[config.mk]
export PLATFORM = sky130hd
export DESIGN_NAME = ma_dphase_flat
export DESIGN_NICKNAME = d
export VERILOG_FILES = /design/src/rtl/ma_dphase_pkg.sv /design/src/rtl/ma_dphase_if.sv /design/src/rtl/ma_load_align.sv /design/src/rtl/ma_dphase.sv /design/src/flat_wrapper.sv
export SDC_FILE = /design/constraint.sdc
export NUM_CORES = 1
export LEC_CHECK = 0
export ABC_AREA = 0
export CORE_UTILIZATION = 40
export CTS_CLUSTER_DIAMETER = 100
export DETAILED_ROUTE_END_ITERATION = 7
export PLACE_DENSITY = 0.79
export SYNTH_ARGS = -nofsm -noshare
export SYNTH_HDL_FRONTEND = slang
export SYNTH_SLANG_ARGS = --single-unit
[constraint.sdc]
create_clock -name s_clk_i -period 2.5 [get_ports s_clk_i]
set_input_delay 0.5 -clock s_clk_i [delete_from_list [all_inputs] [get_ports s_clk_i]]
set_output_delay 0.5 -clock s_clk_i [all_outputs]
set_load 0.005 [all_outputs]
[src/rtl/ma_dphase_pkg.sv]
// Shared encodings for the memory-access data-phase block: access sizes and FSM states.
package p_hardisc;

  localparam logic [1:0] SIZE_B = 2'b00;
  localparam logic [1:0] SIZE_H = 2'b01;
  localparam logic [1:0] SIZE_W = 2'b10;

  typedef enum logic [1:0] {
    IDLE = 2'b00,
    WAIT = 2'b01,
    ERR  = 2'b10
  } dphase_state_t;

endpackage

[src/rtl/ma_dphase_if.sv]
// EXMA/MAWB pipeline and AHB data-phase signals of the MA stage, grouped as one bundle.
interface ma_dphase_if;

  logic        s_flush_i;
  logic        s_exma_valid_i;
  logic        s_exma_lsu_i;
  logic        s_exma_approved_i;
  logic        s_exma_write_i;
  logic [1:0]  s_exma_size_i;
  logic        s_exma_unsigned_i;
  logic [4:0]  s_exma_rd_i;
  logic [31:0] s_exma_val_i;
  logic        s_d_hready_i;
  logic        s_d_hresp_i;
  logic [31:0] s_d_hrdata_i;
  logic        s_stall_o;
  logic [31:0] s_mawb_val_o;
  logic [4:0]  s_mawb_rd_o;
  logic        s_mawb_we_o;
  logic        s_mawb_berr_o;

  modport slave (
    input  s_flush_i, s_exma_valid_i, s_exma_lsu_i, s_exma_approved_i, s_exma_write_i,
    input  s_exma_size_i, s_exma_unsigned_i, s_exma_rd_i, s_exma_val_i,
    input  s_d_hready_i, s_d_hresp_i, s_d_hrdata_i,
    output s_stall_o, s_mawb_val_o, s_mawb_rd_o, s_mawb_we_o, s_mawb_berr_o
  );

  modport master (
    output s_flush_i, s_exma_valid_i, s_exma_lsu_i, s_exma_approved_i, s_exma_write_i,
    output s_exma_size_i, s_exma_unsigned_i, s_exma_rd_i, s_exma_val_i,
    output s_d_hready_i, s_d_hresp_i, s_d_hrdata_i,
    input  s_stall_o, s_mawb_val_o, s_mawb_rd_o, s_mawb_we_o, s_mawb_berr_o
  );

endinterface

[src/rtl/ma_load_align.sv]
// Aligns raw HRDATA to the addressed byte lane and extends it to 32 bits per access size.
module ma_load_align
  import p_hardisc::*;
(
  input  logic [31:0] hrdata,
  input  logic [1:0]  addr_lo,
  input  logic [1:0]  size,
  input  logic        uns,
  output logic [31:0] data
);

  logic [31:0] shifted_s;
  logic        sign_b_s;
  logic        sign_h_s;

  assign shifted_s = hrdata >> {addr_lo, 3'b000};
  assign sign_b_s  = !uns && shifted_s[7];
  assign sign_h_s  = !uns && shifted_s[15];

  // Size select; the illegal encoding behaves as a word access.
  always_comb begin
    data = shifted_s;
    case (size)
      SIZE_B:  data = {{24{sign_b_s}}, shifted_s[7:0]};
      SIZE_H:  data = {{16{sign_h_s}}, shifted_s[15:0]};
      SIZE_W:  data = shifted_s;
      default: data = shifted_s;
    endcase
  end

endmodule

[src/rtl/ma_dphase.sv]
// MA-stage AHB3-Lite data phase: waits for HREADY, handles bus errors and an optional
// watchdog, and produces the registered MAWB writeback.
module ma_dphase
  import p_hardisc::*;
#(
  parameter int unsigned TIMEOUT = 0
) (
  input logic        s_clk_i,
  input logic        s_reset_i,
  ma_dphase_if.slave bus
);

  localparam bit         WDOG_EN    = (TIMEOUT != 32'd0);
  localparam logic [7:0] TIMEOUT_M1 = 8'(TIMEOUT - 32'd1);

  dphase_state_t state_r, state_s;
  logic [7:0]    cnt_r;
  logic          flushed_r;
  logic [31:0]   val_r, val_s;
  logic [4:0]    rd_r, rd_s;
  logic          we_r, we_s;
  logic          berr_r, berr_s;

  logic        lsu_acc_s, active_s, expire_s, done_s, err_wb_s, kill_s;
  logic [31:0] load_data_s;

  assign lsu_acc_s = bus.s_exma_valid_i && bus.s_exma_lsu_i && bus.s_exma_approved_i;
  assign active_s  = (state_r == WAIT) || ((state_r == IDLE) && lsu_acc_s);
  assign expire_s  = WDOG_EN && (state_r == WAIT) && (cnt_r == TIMEOUT_M1)
                     && !bus.s_d_hready_i && !bus.s_d_hresp_i;
  assign done_s    = active_s && bus.s_d_hready_i;
  assign err_wb_s  = (done_s && bus.s_d_hresp_i) || (state_r == ERR) || expire_s;
  // A flush seen at any point of a pending transfer squashes its eventual writeback.
  assign kill_s    = bus.s_flush_i || flushed_r;

  // Expiry releases the stall so the timed-out instruction leaves MA instead of reissuing.
  assign bus.s_stall_o = !s_reset_i &&
                         ((active_s && !bus.s_d_hready_i && !expire_s) ||
                          ((state_r == ERR) && !bus.s_d_hready_i));

  ma_load_align u_align (
    .hrdata  (bus.s_d_hrdata_i),
    .addr_lo (bus.s_exma_val_i[1:0]),
    .size    (bus.s_exma_size_i),
    .uns     (bus.s_exma_unsigned_i),
    .data    (load_data_s)
  );

  // Next-state logic of the data-phase FSM.
  always_comb begin
    state_s = state_r;
    case (state_r)
      IDLE: begin
        if (lsu_acc_s && !bus.s_d_hready_i) begin
          state_s = bus.s_d_hresp_i ? ERR : WAIT;
        end else begin
          state_s = IDLE;
        end
      end
      WAIT: begin
        if (bus.s_d_hresp_i && !bus.s_d_hready_i) begin
          state_s = ERR;
        end else if (bus.s_d_hready_i || expire_s) begin
          state_s = IDLE;
        end else begin
          state_s = WAIT;
        end
      end
      ERR:     state_s = IDLE;
      default: state_s = IDLE;
    endcase
  end

  // Writeback selection: single-cycle result, error/timeout report, load/store completion, or bubble.
  always_comb begin
    val_s  = val_r;
    rd_s   = rd_r;
    we_s   = 1'b0;
    berr_s = 1'b0;
    if ((state_r == IDLE) && bus.s_exma_valid_i && !lsu_acc_s) begin
      val_s = bus.s_exma_val_i;
      rd_s  = bus.s_exma_rd_i;
      we_s  = (bus.s_exma_rd_i != 5'd0) && !kill_s;
    end else if (err_wb_s) begin
      val_s  = bus.s_exma_val_i;
      rd_s   = bus.s_exma_rd_i;
      berr_s = !kill_s;
    end else if (done_s) begin
      rd_s = bus.s_exma_rd_i;
      if (bus.s_exma_write_i) begin
        val_s = bus.s_exma_val_i;
      end else begin
        val_s = load_data_s;
        we_s  = (bus.s_exma_rd_i != 5'd0) && !kill_s;
      end
    end else begin
      val_s = val_r;
    end
  end

  // FSM state, watchdog counter and sticky flush flag.
  always_ff @(posedge s_clk_i or posedge s_reset_i) begin
    if (s_reset_i) begin
      state_r   <= IDLE;
      cnt_r     <= 8'd0;
      flushed_r <= 1'b0;
    end else begin
      state_r   <= state_s;
      flushed_r <= (state_s != IDLE) ? kill_s : 1'b0;
      if ((state_r != WAIT) && (state_s == WAIT)) begin
        cnt_r <= 8'd0;
      end else if (state_r == WAIT) begin
        cnt_r <= cnt_r + 8'd1;
      end else begin
        cnt_r <= cnt_r;
      end
    end
  end

  // MAWB pipeline register.
  always_ff @(posedge s_clk_i or posedge s_reset_i) begin
    if (s_reset_i) begin
      val_r  <= 32'd0;
      rd_r   <= 5'd0;
      we_r   <= 1'b0;
      berr_r <= 1'b0;
    end else begin
      val_r  <= val_s;
      rd_r   <= rd_s;
      we_r   <= we_s;
      berr_r <= berr_s;
    end
  end

  assign bus.s_mawb_val_o  = val_r;
  assign bus.s_mawb_rd_o   = rd_r;
  assign bus.s_mawb_we_o   = we_r;
  assign bus.s_mawb_berr_o = berr_r;

endmodule

[src/flat_wrapper.sv]
// flat-port wrapper written by rule: the top's interface ports become plain ports
module ma_dphase_flat import p_hardisc::*;
#(
  parameter int unsigned TIMEOUT = 0
)
  (s_clk_i, s_reset_i, bus_s_flush_i, bus_s_exma_valid_i, bus_s_exma_lsu_i, bus_s_exma_approved_i, bus_s_exma_write_i, bus_s_exma_size_i, bus_s_exma_unsigned_i, bus_s_exma_rd_i, bus_s_exma_val_i, bus_s_d_hready_i, bus_s_d_hresp_i, bus_s_d_hrdata_i, bus_s_stall_o, bus_s_mawb_val_o, bus_s_mawb_rd_o, bus_s_mawb_we_o, bus_s_mawb_berr_o);
  ma_dphase_if bus_i ();
  input logic s_clk_i;
  input logic s_reset_i;
  input wire logic [$bits(bus_i.s_flush_i)-1:0] bus_s_flush_i;
  input wire logic [$bits(bus_i.s_exma_valid_i)-1:0] bus_s_exma_valid_i;
  input wire logic [$bits(bus_i.s_exma_lsu_i)-1:0] bus_s_exma_lsu_i;
  input wire logic [$bits(bus_i.s_exma_approved_i)-1:0] bus_s_exma_approved_i;
  input wire logic [$bits(bus_i.s_exma_write_i)-1:0] bus_s_exma_write_i;
  input wire logic [$bits(bus_i.s_exma_size_i)-1:0] bus_s_exma_size_i;
  input wire logic [$bits(bus_i.s_exma_unsigned_i)-1:0] bus_s_exma_unsigned_i;
  input wire logic [$bits(bus_i.s_exma_rd_i)-1:0] bus_s_exma_rd_i;
  input wire logic [$bits(bus_i.s_exma_val_i)-1:0] bus_s_exma_val_i;
  input wire logic [$bits(bus_i.s_d_hready_i)-1:0] bus_s_d_hready_i;
  input wire logic [$bits(bus_i.s_d_hresp_i)-1:0] bus_s_d_hresp_i;
  input wire logic [$bits(bus_i.s_d_hrdata_i)-1:0] bus_s_d_hrdata_i;
  output wire logic [$bits(bus_i.s_stall_o)-1:0] bus_s_stall_o;
  output wire logic [$bits(bus_i.s_mawb_val_o)-1:0] bus_s_mawb_val_o;
  output wire logic [$bits(bus_i.s_mawb_rd_o)-1:0] bus_s_mawb_rd_o;
  output wire logic [$bits(bus_i.s_mawb_we_o)-1:0] bus_s_mawb_we_o;
  output wire logic [$bits(bus_i.s_mawb_berr_o)-1:0] bus_s_mawb_berr_o;
  assign bus_i.s_flush_i = bus_s_flush_i;
  assign bus_i.s_exma_valid_i = bus_s_exma_valid_i;
  assign bus_i.s_exma_lsu_i = bus_s_exma_lsu_i;
  assign bus_i.s_exma_approved_i = bus_s_exma_approved_i;
  assign bus_i.s_exma_write_i = bus_s_exma_write_i;
  assign bus_i.s_exma_size_i = bus_s_exma_size_i;
  assign bus_i.s_exma_unsigned_i = bus_s_exma_unsigned_i;
  assign bus_i.s_exma_rd_i = bus_s_exma_rd_i;
  assign bus_i.s_exma_val_i = bus_s_exma_val_i;
  assign bus_i.s_d_hready_i = bus_s_d_hready_i;
  assign bus_i.s_d_hresp_i = bus_s_d_hresp_i;
  assign bus_i.s_d_hrdata_i = bus_s_d_hrdata_i;
  assign bus_s_stall_o = bus_i.s_stall_o;
  assign bus_s_mawb_val_o = bus_i.s_mawb_val_o;
  assign bus_s_mawb_rd_o = bus_i.s_mawb_rd_o;
  assign bus_s_mawb_we_o = bus_i.s_mawb_we_o;
  assign bus_s_mawb_berr_o = bus_i.s_mawb_berr_o;
  ma_dphase #(.TIMEOUT(TIMEOUT)) u_core (.s_clk_i(s_clk_i), .s_reset_i(s_reset_i), .bus(bus_i));
endmodule
==> implementation parameters, run 1 <==
Parameter                              Value

Synth
  Number of distinct standard cells referenced by the synthesized netlist ... 38
  Share of synthesized cell area in and, or, nand and nor gates ... 0.252
  Total standard cell area after synthesis ... 0.00253 mm2
  Post-synthesis register bit count ... 42
  Mux cell area share after synthesis ... 0.0766
  Syn avg cell area ... 8.44 um2
  Mapped Nets ... 381
  Combinational family with the most area after synthesis ... simple AND/OR/NAND/NOR gates
  Adder and majority gate portion of the synthesized area ... 0
  Synthesized netlist cell count ... 300
  Synthesized-area fraction occupied by xor and xnor cells ... 0
  Warnings, synthesis ... 0
  Share of the synthesized area in compound gates (AO/OA/AOI/OAI) ... 0.211
  Post-synthesis sequential area ratio ... 0.415

Floorplanning
  Initial cell density of the core ... 0.420
  Placeable core region ... 0.00603 mm2
  Total I/O pin count ... 121
  Die footprint ... 0.00665 mm2
  Die X ... 81.6 um
  Vertical die dimension ... 81.6 um
  Placement row count ... 28

Pwr
  VDD IR max ... 0.277 mV
  Leakage component of the power ... 0.00166 uW
  Power Total ... 2140 uW
  Areal power density over the cells ... 529 mW/mm2

Clocking
  Number of post-CTS setup repair buffers ... 0
  Root Buffer Master ... sky130_fd_sc_hd__clkbuf_8
  Sink Count ... 42
  Worst-case clock buffer depth ... 2
  Clock-pin slew on the worst setup and hold paths ... 80 ps
  Total of hold buffers inserted after clock tree synthesis ... 0
  CTS buffer count ... 5
  Source-to-sink clock delay at the later pin of the worst-skew pair ... 290 ps
  TritonCTS clock tree ... built
  Maximum level of the CTS H-tree ... 2

Timing
  Sum of negative setup slack ... 0 ps
  RSZ-0062 raised after global routing ... no
  Part of the cycle the worst path needs ... 0.883
  Worst-margin pin slew ... 838 ps
  Worst hold slack ... 489 ps
  Final critical-path required period ... 2210 ps
  Hold violation count in the final report ... 0
  Final-report max-slew violation count ... 0
  Skew final ... 6.31 ps
  Achievable Freq ... 453 MHz
  Count of final setup violators ... 0
  Relative slew slack ... 0.438

GRT
  Vias in the first global route ... 2695
  Total grt overflow ... 0
  Number of antenna violations at the first check in global routing ... 0
  Met2 GRT Util ... 0.434
  First-pass GRT wire length ... 13.0 mm
  Global Route Usage Sum ... 0.260
  Met3 Usage GRT ... 0.0444
  Maximum number of pins on one net before global-route repair ... 33
  Global-route layer with the greatest usage ... met2
  Global Route met1 Usage ... 0.336

Placed design
  Final weighted congestion in routability-driven placement ... 0.947
  Detailed placement HPWL ... 6.36 mm
  Number of buffers added on ports ... 120

Setup path
  CP Data Arrival Time ... 2380 ps
  Kind of capture point of the worst setup path ... flip-flop
  Crit Path Class ... in -> reg
  Maximum fanout count along the critical path ... 9
  Required time of the critical path ... 2670 ps
  Delay of the slowest cell on the worst path ... 540 ps
  Kind of start point of the critical path ... input pin
  Cell breakdown of the critical path ... clkdlybuf4s50_1, mux2_2, a221oi_1, a21oi_2, nor3_4, buf_4, a211oi_1
  CP max stage cell ... sky130_fd_sc_hd__clkdlybuf4s50_1

Detailed routing
  Routed via count ... 2765
  Total routed wirelength ... 8.41 mm
  Post-detailed-route DRC marker count ... 0
  Number of iterations in the first detailed-routing pass ... 4
  Number of antenna-violating nets in the routed design ... 0
  Post-DR wirelength/cell ... 16.7 um
  First DRT Iteration DRCs ... 191
  Via density ... 5.49

Finish
  Area Overhead vs Synth ... 59.6%
  Antenna diode count ... 0
  Share of final-layout standard cells stronger than drive strength 1 ... 0.105
  Fin nets ... 510
  Post-route core utilization ... 0.671

Outcome
  Run status ... completed

Min path
  Class of the worst hold path ... reg -> reg

Run
  Number of max-capacitance violations reported ... 0
-- metal layers --
metal,vias up,share of wire
met5,-,0
met3,18,0.077
met4,0,0.022
met2,125,0.49
li1,1331,-
met1,1291,0.41
-- worst max-delay path: cells and delay by family --
kind                   cells  cell delay [ps]
and+or+nand+nor            1              140
buffers and inverters      2              720
AOI/OAI and AO/OA          3              630
muxes                      1              380
-- cell usage in the layout, fill, tap and decap left out, types with 3 or more instances in the layout --
cell,n
sky130_fd_sc_hd__clkdlybuf4s50_1,119
sky130_fd_sc_hd__a21oi_1,15
sky130_fd_sc_hd__nand3_1,9
sky130_fd_sc_hd__a31oi_1,8
sky130_fd_sc_hd__nor2b_1,7
sky130_fd_sc_hd__o32ai_1,7
sky130_fd_sc_hd__buf_4,21
sky130_fd_sc_hd__o21ai_0,11
sky130_fd_sc_hd__a211oi_1,15
sky130_fd_sc_hd__clkbuf_8,6
sky130_fd_sc_hd__mux2_2,3
sky130_fd_sc_hd__o211ai_1,8
sky130_fd_sc_hd__nor2_1,30
sky130_fd_sc_hd__nand2_1,63
sky130_fd_sc_hd__nor3_1,14
sky130_fd_sc_hd__mux2i_1,16
sky130_fd_sc_hd__o21ai_1,5
sky130_fd_sc_hd__dfrtp_1,42
-- where the power goes --
group / leakage, uW / total [uW] / internal, uW / switching [uW]
clock network: 0.0000573 / 554 / 320 / 234
registers: 0.000508 / 846 / 784 / 62.0
logic: 0.00109 / 740 / 433 / 307
total: 0.00166 / 2140 / 1540 / 603
-- path summary, 6_finish.rpt --
| check | slack, ps | from | cells after the start | end |
|---|---|---|---|---|
| min reg2reg | 490 | u_core.bus.s_mawb_rd_o[4] | 2 | u_core.bus.s_mawb_rd_o[4] |
| min | 490 | u_core.bus.s_mawb_rd_o[4] | 2 | u_core.bus.s_mawb_rd_o[4] |
| min in group asynchronous | 600 | s_reset_i | 2 | u_core.state_r[1] |
| max reg2reg | 520 | u_core.state_r[0] | 7 | u_core.bus.s_mawb_val_o[1] |
| max | 290 | bus_s_exma_val_i[1] | 7 | u_core.bus.s_mawb_val_o[29] |
| max in group asynchronous | 1360 | s_reset_i | 3 | u_core.bus.s_mawb_val_o[20] |
-- cells by family (layout without fill, tap and decap cells) --
family | Yosys count | after routing
buffers and inverters | 23 | 152
AOI/OAI and AO/OA | 77 | 77
and+or+nand+nor | 139 | 139
muxes | 19 | 19
DFF | 42 | 42
-- state kept, by name (all words and copies together) (netlist names) --
register                  count
u_core.bus.s_mawb_val_o      32
u_core.bus.s_mawb_rd_o        5
u_core.state_r                2
u_core.bus.s_mawb_berr_o      1
u_core.bus.s_mawb_we_o        1
u_core.flushed_r              1
-- synthesized netlist by cell type --
| master | n | area share |
|---|---|---|
| sky130_fd_sc_hd__nand2_1 | 63 | 0.093 |
| sky130_fd_sc_hd__dfrtp_1 | 42 | 0.42 |
| sky130_fd_sc_hd__nor2_1 | 30 | 0.044 |
| sky130_fd_sc_hd__mux2i_1 | 16 | 0.063 |
| sky130_fd_sc_hd__a211oi_1 | 15 | 0.044 |
| sky130_fd_sc_hd__a21oi_1 | 15 | 0.030 |
| sky130_fd_sc_hd__nor3_1 | 15 | 0.030 |
| sky130_fd_sc_hd__o21ai_0 | 11 | 0.022 |
| sky130_fd_sc_hd__buf_2 | 10 | 0.020 |
| sky130_fd_sc_hd__nand3_1 | 9 | 0.018 |
| sky130_fd_sc_hd__a31oi_1 | 8 | 0.020 |
| sky130_fd_sc_hd__clkbuf_1 | 8 | 0.012 |
| sky130_fd_sc_hd__nor2b_1 | 8 | 0.020 |
| sky130_fd_sc_hd__o211ai_1 | 8 | 0.024 |
| sky130_fd_sc_hd__o32ai_1 | 7 | 0.024 |
| sky130_fd_sc_hd__o21ai_1 | 5 | 0.0099 |
| sky130_fd_sc_hd__mux2_2 | 3 | 0.013 |
| sky130_fd_sc_hd__buf_6 | 2 | 0.0089 |
| sky130_fd_sc_hd__inv_1 | 2 | 0.0030 |
| sky130_fd_sc_hd__nor3b_1 | 2 | 0.0059 |
| sky130_fd_sc_hd__nor4_2 | 2 | 0.0099 |
| sky130_fd_sc_hd__or2_2 | 2 | 0.0049 |
| sky130_fd_sc_hd__or4_1 | 2 | 0.0059 |
| sky130_fd_sc_hd__a2111oi_4 | 1 | 0.011 |
| sky130_fd_sc_hd__a211oi_2 | 1 | 0.0049 |
| sky130_fd_sc_hd__a21oi_2 | 1 | 0.0035 |
| sky130_fd_sc_hd__a221oi_1 | 1 | 0.0035 |
| sky130_fd_sc_hd__a22o_1 | 1 | 0.0035 |
| sky130_fd_sc_hd__a31oi_2 | 1 | 0.0049 |
| sky130_fd_sc_hd__a32oi_1 | 1 | 0.0035 |
| sky130_fd_sc_hd__and2_1 | 1 | 0.0025 |
| sky130_fd_sc_hd__buf_1 | 1 | 0.0015 |
| sky130_fd_sc_hd__nand2_4 | 1 | 0.0044 |
| sky130_fd_sc_hd__nand2b_1 | 1 | 0.0025 |
| sky130_fd_sc_hd__nor3_4 | 1 | 0.0064 |
| sky130_fd_sc_hd__nor4_1 | 1 | 0.0025 |
| sky130_fd_sc_hd__o21a_1 | 1 | 0.0030 |
| sky130_fd_sc_hd__or3_1 | 1 | 0.0025 |
-- repair_timing --
action / CTS / global route
hold endpoints to repair: 0 / 0
endpoints found under the setup margin: 1 / 1
resized for setup: 1 / 1
cloned: 0 / 0
-- area by class of cell --
| class | count | area (um2) |
|---|---|---|
| Fill cell | 523 | 1980 |
| Timing Repair Buffer | 143 | 1400 |
| Multi-Input combinational cell | 235 | 1380 |
| Sequential cell | 42 | 1050 |
| Tap cell | 75 | 93.8 |
| Clock buffer | 6 | 82.6 |
| Clock inverter | 1 | 30.0 |
| Inverter | 2 | 7.51 |
-- metrics by stage --
stage,setup slack [ps],std cells,instance area (um2)
after floorplan,490,300,2530
after global placement,71.8,497,3920
after detailed placement,33.4,497,3920
after CTS,59.6,504,4040
after global routing,199,504,4040
final,292,504,4040
Note: power is estimated with default switching activity, not from simulation.
==> run 2, diff against run 1 <==
--- a/config.mk
+++ b/config.mk
@@ -6,6 +6,7 @@
 export NUM_CORES = 1
 export LEC_CHECK = 0
 export ABC_AREA = 0
+export CAP_MARGIN = 20
 export CORE_UTILIZATION = 40
 export CTS_CLUSTER_DIAMETER = 100
 export DETAILED_ROUTE_END_ITERATION = 7
==> results of run 2 <==
Final layout, timing and power as in run 1 (identical DEF).
==> run 3, diff against run 2 <==
--- a/config.mk
+++ b/config.mk
@@ -7,10 +7,12 @@
 export LEC_CHECK = 0
 export ABC_AREA = 0
 export CAP_MARGIN = 20
-export CORE_UTILIZATION = 40
+export CORE_ASPECT_RATIO = 2
+export CORE_UTILIZATION = 37
 export CTS_CLUSTER_DIAMETER = 100
+export CTS_CLUSTER_SIZE = 24
 export DETAILED_ROUTE_END_ITERATION = 7
-export PLACE_DENSITY = 0.79
+export PLACE_DENSITY = 0.77
 export SYNTH_ARGS = -nofsm -noshare
 export SYNTH_HDL_FRONTEND = slang
 export SYNTH_SLANG_ARGS = --single-unit
==> constraint.sdc (replaced) <==
create_clock -name s_clk_i -period 2 [get_ports s_clk_i]
set_input_delay 0.4 -clock s_clk_i [delete_from_list [all_inputs] [get_ports s_clk_i]]
set_output_delay 0.4 -clock s_clk_i [all_outputs]
set_load 0.005 [all_outputs]
==> run 3 against run 2 <==
Against the previous run: sequential cell count is the same; power grew 32%; design area grew 7.6%; sequential share of layout area shrank 1.8 points; critical path type unchanged; critical endpoint is now u_core.bus.s_mawb_val_o[17]; largest power group unchanged.
==> implementation parameters, run 3 (same netlist as run 1, synthesis figures left out) <==
Parameter                              Value

Outcome
  Run status ... completed

Clocking
  CTS buffer count ... 5
  Root Buffer Master ... sky130_fd_sc_hd__clkbuf_16
  Worst-case clock buffer depth ... 2
  Maximum level of the CTS H-tree ... 2
  TritonCTS clock tree ... built
  Clock-pin slew on the worst setup and hold paths ... 60 ps
  Source-to-sink clock delay at the later pin of the worst-skew pair ... 290 ps
  Total of hold buffers inserted after clock tree synthesis ... 0
  Sink Count ... 42

Detailed routing
  First DRT Iteration DRCs ... 90
  Total routed wirelength ... 9.21 mm
  Via density ... 5.28
  Number of antenna-violating nets in the routed design ... 0
  Routed via count ... 2861
  Post-DR wirelength/cell ... 17.0 um
  Number of iterations in the first detailed-routing pass ... 6
  Post-detailed-route DRC marker count ... 0

GRT
  Maximum number of pins on one net before global-route repair ... 43
  Vias in the first global route ... 2979
  Global Route Usage Sum ... 0.271
  Number of antenna violations at the first check in global routing ... 0
  First-pass GRT wire length ... 14.4 mm
  Total grt overflow ... 0

Setup path
  Required time of the critical path ... 2180 ps
  CP Data Arrival Time ... 2110 ps
  R2R Setup Slk ... 150 ps
  Crit Path Class ... in -> reg
  Worst reg2reg path depth ... 8
  Critical register-to-register path endpoint ... u_core.bus.s_mawb_val_o[1]
  Worst reg2reg startpoint ... u_core.state_r[0]
  Maximum fanout count along the critical path ... 9
  Kind of start point of the critical path ... input pin
  Kind of capture point of the worst setup path ... flip-flop

Finish
  Area Overhead vs Synth ... 71.7%
  Max reg flops ... 32
  Leading cell type in the layout, fill and taps excluded ... sky130_fd_sc_hd__clkdlybuf4s50_1
  Final standard cell area without fillers ... 0.00435 mm2
  Antenna diode count ... 0
  Share of final-layout standard cells stronger than drive strength 1 ... 0.170
  Top library cells by usage in the layout, fill and taps aside ... sky130_fd_sc_hd__clkdlybuf4s50_1 (115), sky130_fd_sc_hd__nand2_1 (63), sky130_fd_sc_hd__buf_4 (43)
  Fill count ... 579
  Post-route core utilization ... 0.657
  Fin nets ... 535

Timing
  Relative slew slack ... 0.662
  Count of final setup violators ... 0
  RSZ-0062 raised after global routing ... yes
  Final critical-path required period ... 1920 ps
  Achievable Freq ... 519 MHz
  Hold violation count in the final report ... 0
  Sum of negative setup slack ... 0 ps
  Worst hold slack ... 482 ps
  Final-report max-slew violation count ... 0
  Part of the cycle the worst path needs ... 0.962
  Worst-margin pin slew ... 506 ps
  Skew final ... 6.83 ps

Pwr
  VDD IR max ... 0.537 mV
  Switching pwr ... 809 uW
  Int Power ... 2020 uW
  Leakage component of the power ... 0.00181 uW
  Switching power as a share of total power ... 0.286
  Portion of total power attributed to combinational logic ... 0.353
  Areal power density over the cells ... 651 mW/mm2
  Sequential group share of total power ... 0.375
  Clock Power Share ... 0.272
  Power Total ... 2830 uW

Run
  Number of max-capacitance violations reported ... 0

Min path
  Startpoint of the tightest hold check path ... u_core.bus.s_mawb_rd_o[0]
  Hold Path End ... u_core.bus.s_mawb_rd_o[0]
  Depth of the worst hold-timing path ... 2
  Class of the worst hold path ... reg -> reg

Floorplanning
  Placement row count ... 42
  Placeable core region ... 0.00662 mm2
  Initial cell density of the core ... 0.382
  Die X ... 60.5 um
  Vertical die dimension ... 119 um
  Die footprint ... 0.00720 mm2
  Total I/O pin count ... 121

Placed design
  Detailed placement HPWL ... 7.18 mm
  Number of buffers added on ports ... 120
  Final weighted congestion in routability-driven placement ... 0.865
  Area after detailed placement ... 0.00413 mm2
-- run 3: cell count changes in the layout (fill, tap and decap cells not counted), sizes merged, moves of 2 or more --
cell,before,now
buf,23,48
clkdlybuf4s50,119,115
clkinv,1,3
dlygate4sd2,0,4
-- run 3: through the flow --
step | std cells | setup slack, ps
finish | 542 | 75.0
global route | 542 | -15.0
CTS | 541 | 15.3
detailed placement | 533 | -421
global placement | 533 | -348
floorplan | 300 | 90.3
-- run 3: worst max path at each step --
stage | from | endpoint | slack [ps]
2_1_floorplan | bus_s_exma_val_i[1] | u_core.bus.s_mawb_val_o[24] | 90
3_3_place_gp | bus_s_exma_approved_i | u_core.bus.s_mawb_val_o[9] | -350
3_5_place_dp | bus_s_exma_valid_i | u_core.bus.s_mawb_val_o[17] | -420
4_1_cts | bus_s_exma_size_i[0] | u_core.bus.s_mawb_val_o[17] | 20
5_1_grt | bus_s_exma_size_i[0] | u_core.bus.s_mawb_val_o[17] | -20
6_report | bus_s_exma_size_i[0] | u_core.bus.s_mawb_val_o[17] | 80
-- run 3: worst max-delay path: stages --
cell,delay (ps)
sky130_fd_sc_hd__clkdlybuf4s50_1,500
sky130_fd_sc_hd__nor3b_2,340
sky130_fd_sc_hd__a32oi_2,180
sky130_fd_sc_hd__a21oi_4,240
sky130_fd_sc_hd__nor3_4,50
sky130_fd_sc_hd__buf_6,150
sky130_fd_sc_hd__a211oi_1,250
-- run 3: power by group through the flow --
| stage | combinational [uW] | sequential (uW) | clock [uW] |
|---|---|---|---|
| 2_1_floorplan | 348 | 1070 | 0 |
| 3_3_place_gp | 959 | 1070 | 0 |
| 3_5_place_dp | 974 | 1080 | 0 |
| 4_1_cts | 1000 | 1060 | 780 |
| 5_1_grt | 1080 | 1080 | 813 |
| 6_report | 1000 | 1060 | 770 |
-- run 3: cell type report --
class | instances | area (um2) | area share
clock buffer | 5 | 125 | 0.0288
clock inverter | 2 | 10.0 | 0.00230
inverter | 2 | 7.51 | 0.00173
multi-input combinational | 235 | 1440 | 0.332
sequential | 42 | 1050 | 0.242
tap | 88 | 110 | 0.0253
timing repair buffer | 168 | 1600 | 0.369
-- run 3: per-layer routing --
metal  GRT usage  vias to the layer above  routed length (um)
li1            -                     1379                   -
met1       0.287                     1336                3220
met2       0.477                      113                5000
met3      0.0337                       33                 447
met4       0.169                        0                 538
met5           0                        -                   0
-- run 3: repair_timing --
item / 4_1_cts / 5_1_grt
resized for setup: 20 / 1
pin swaps: 2 / 1
setup buffers: 1 / 1
endpoints found under the setup margin: 29 / 9
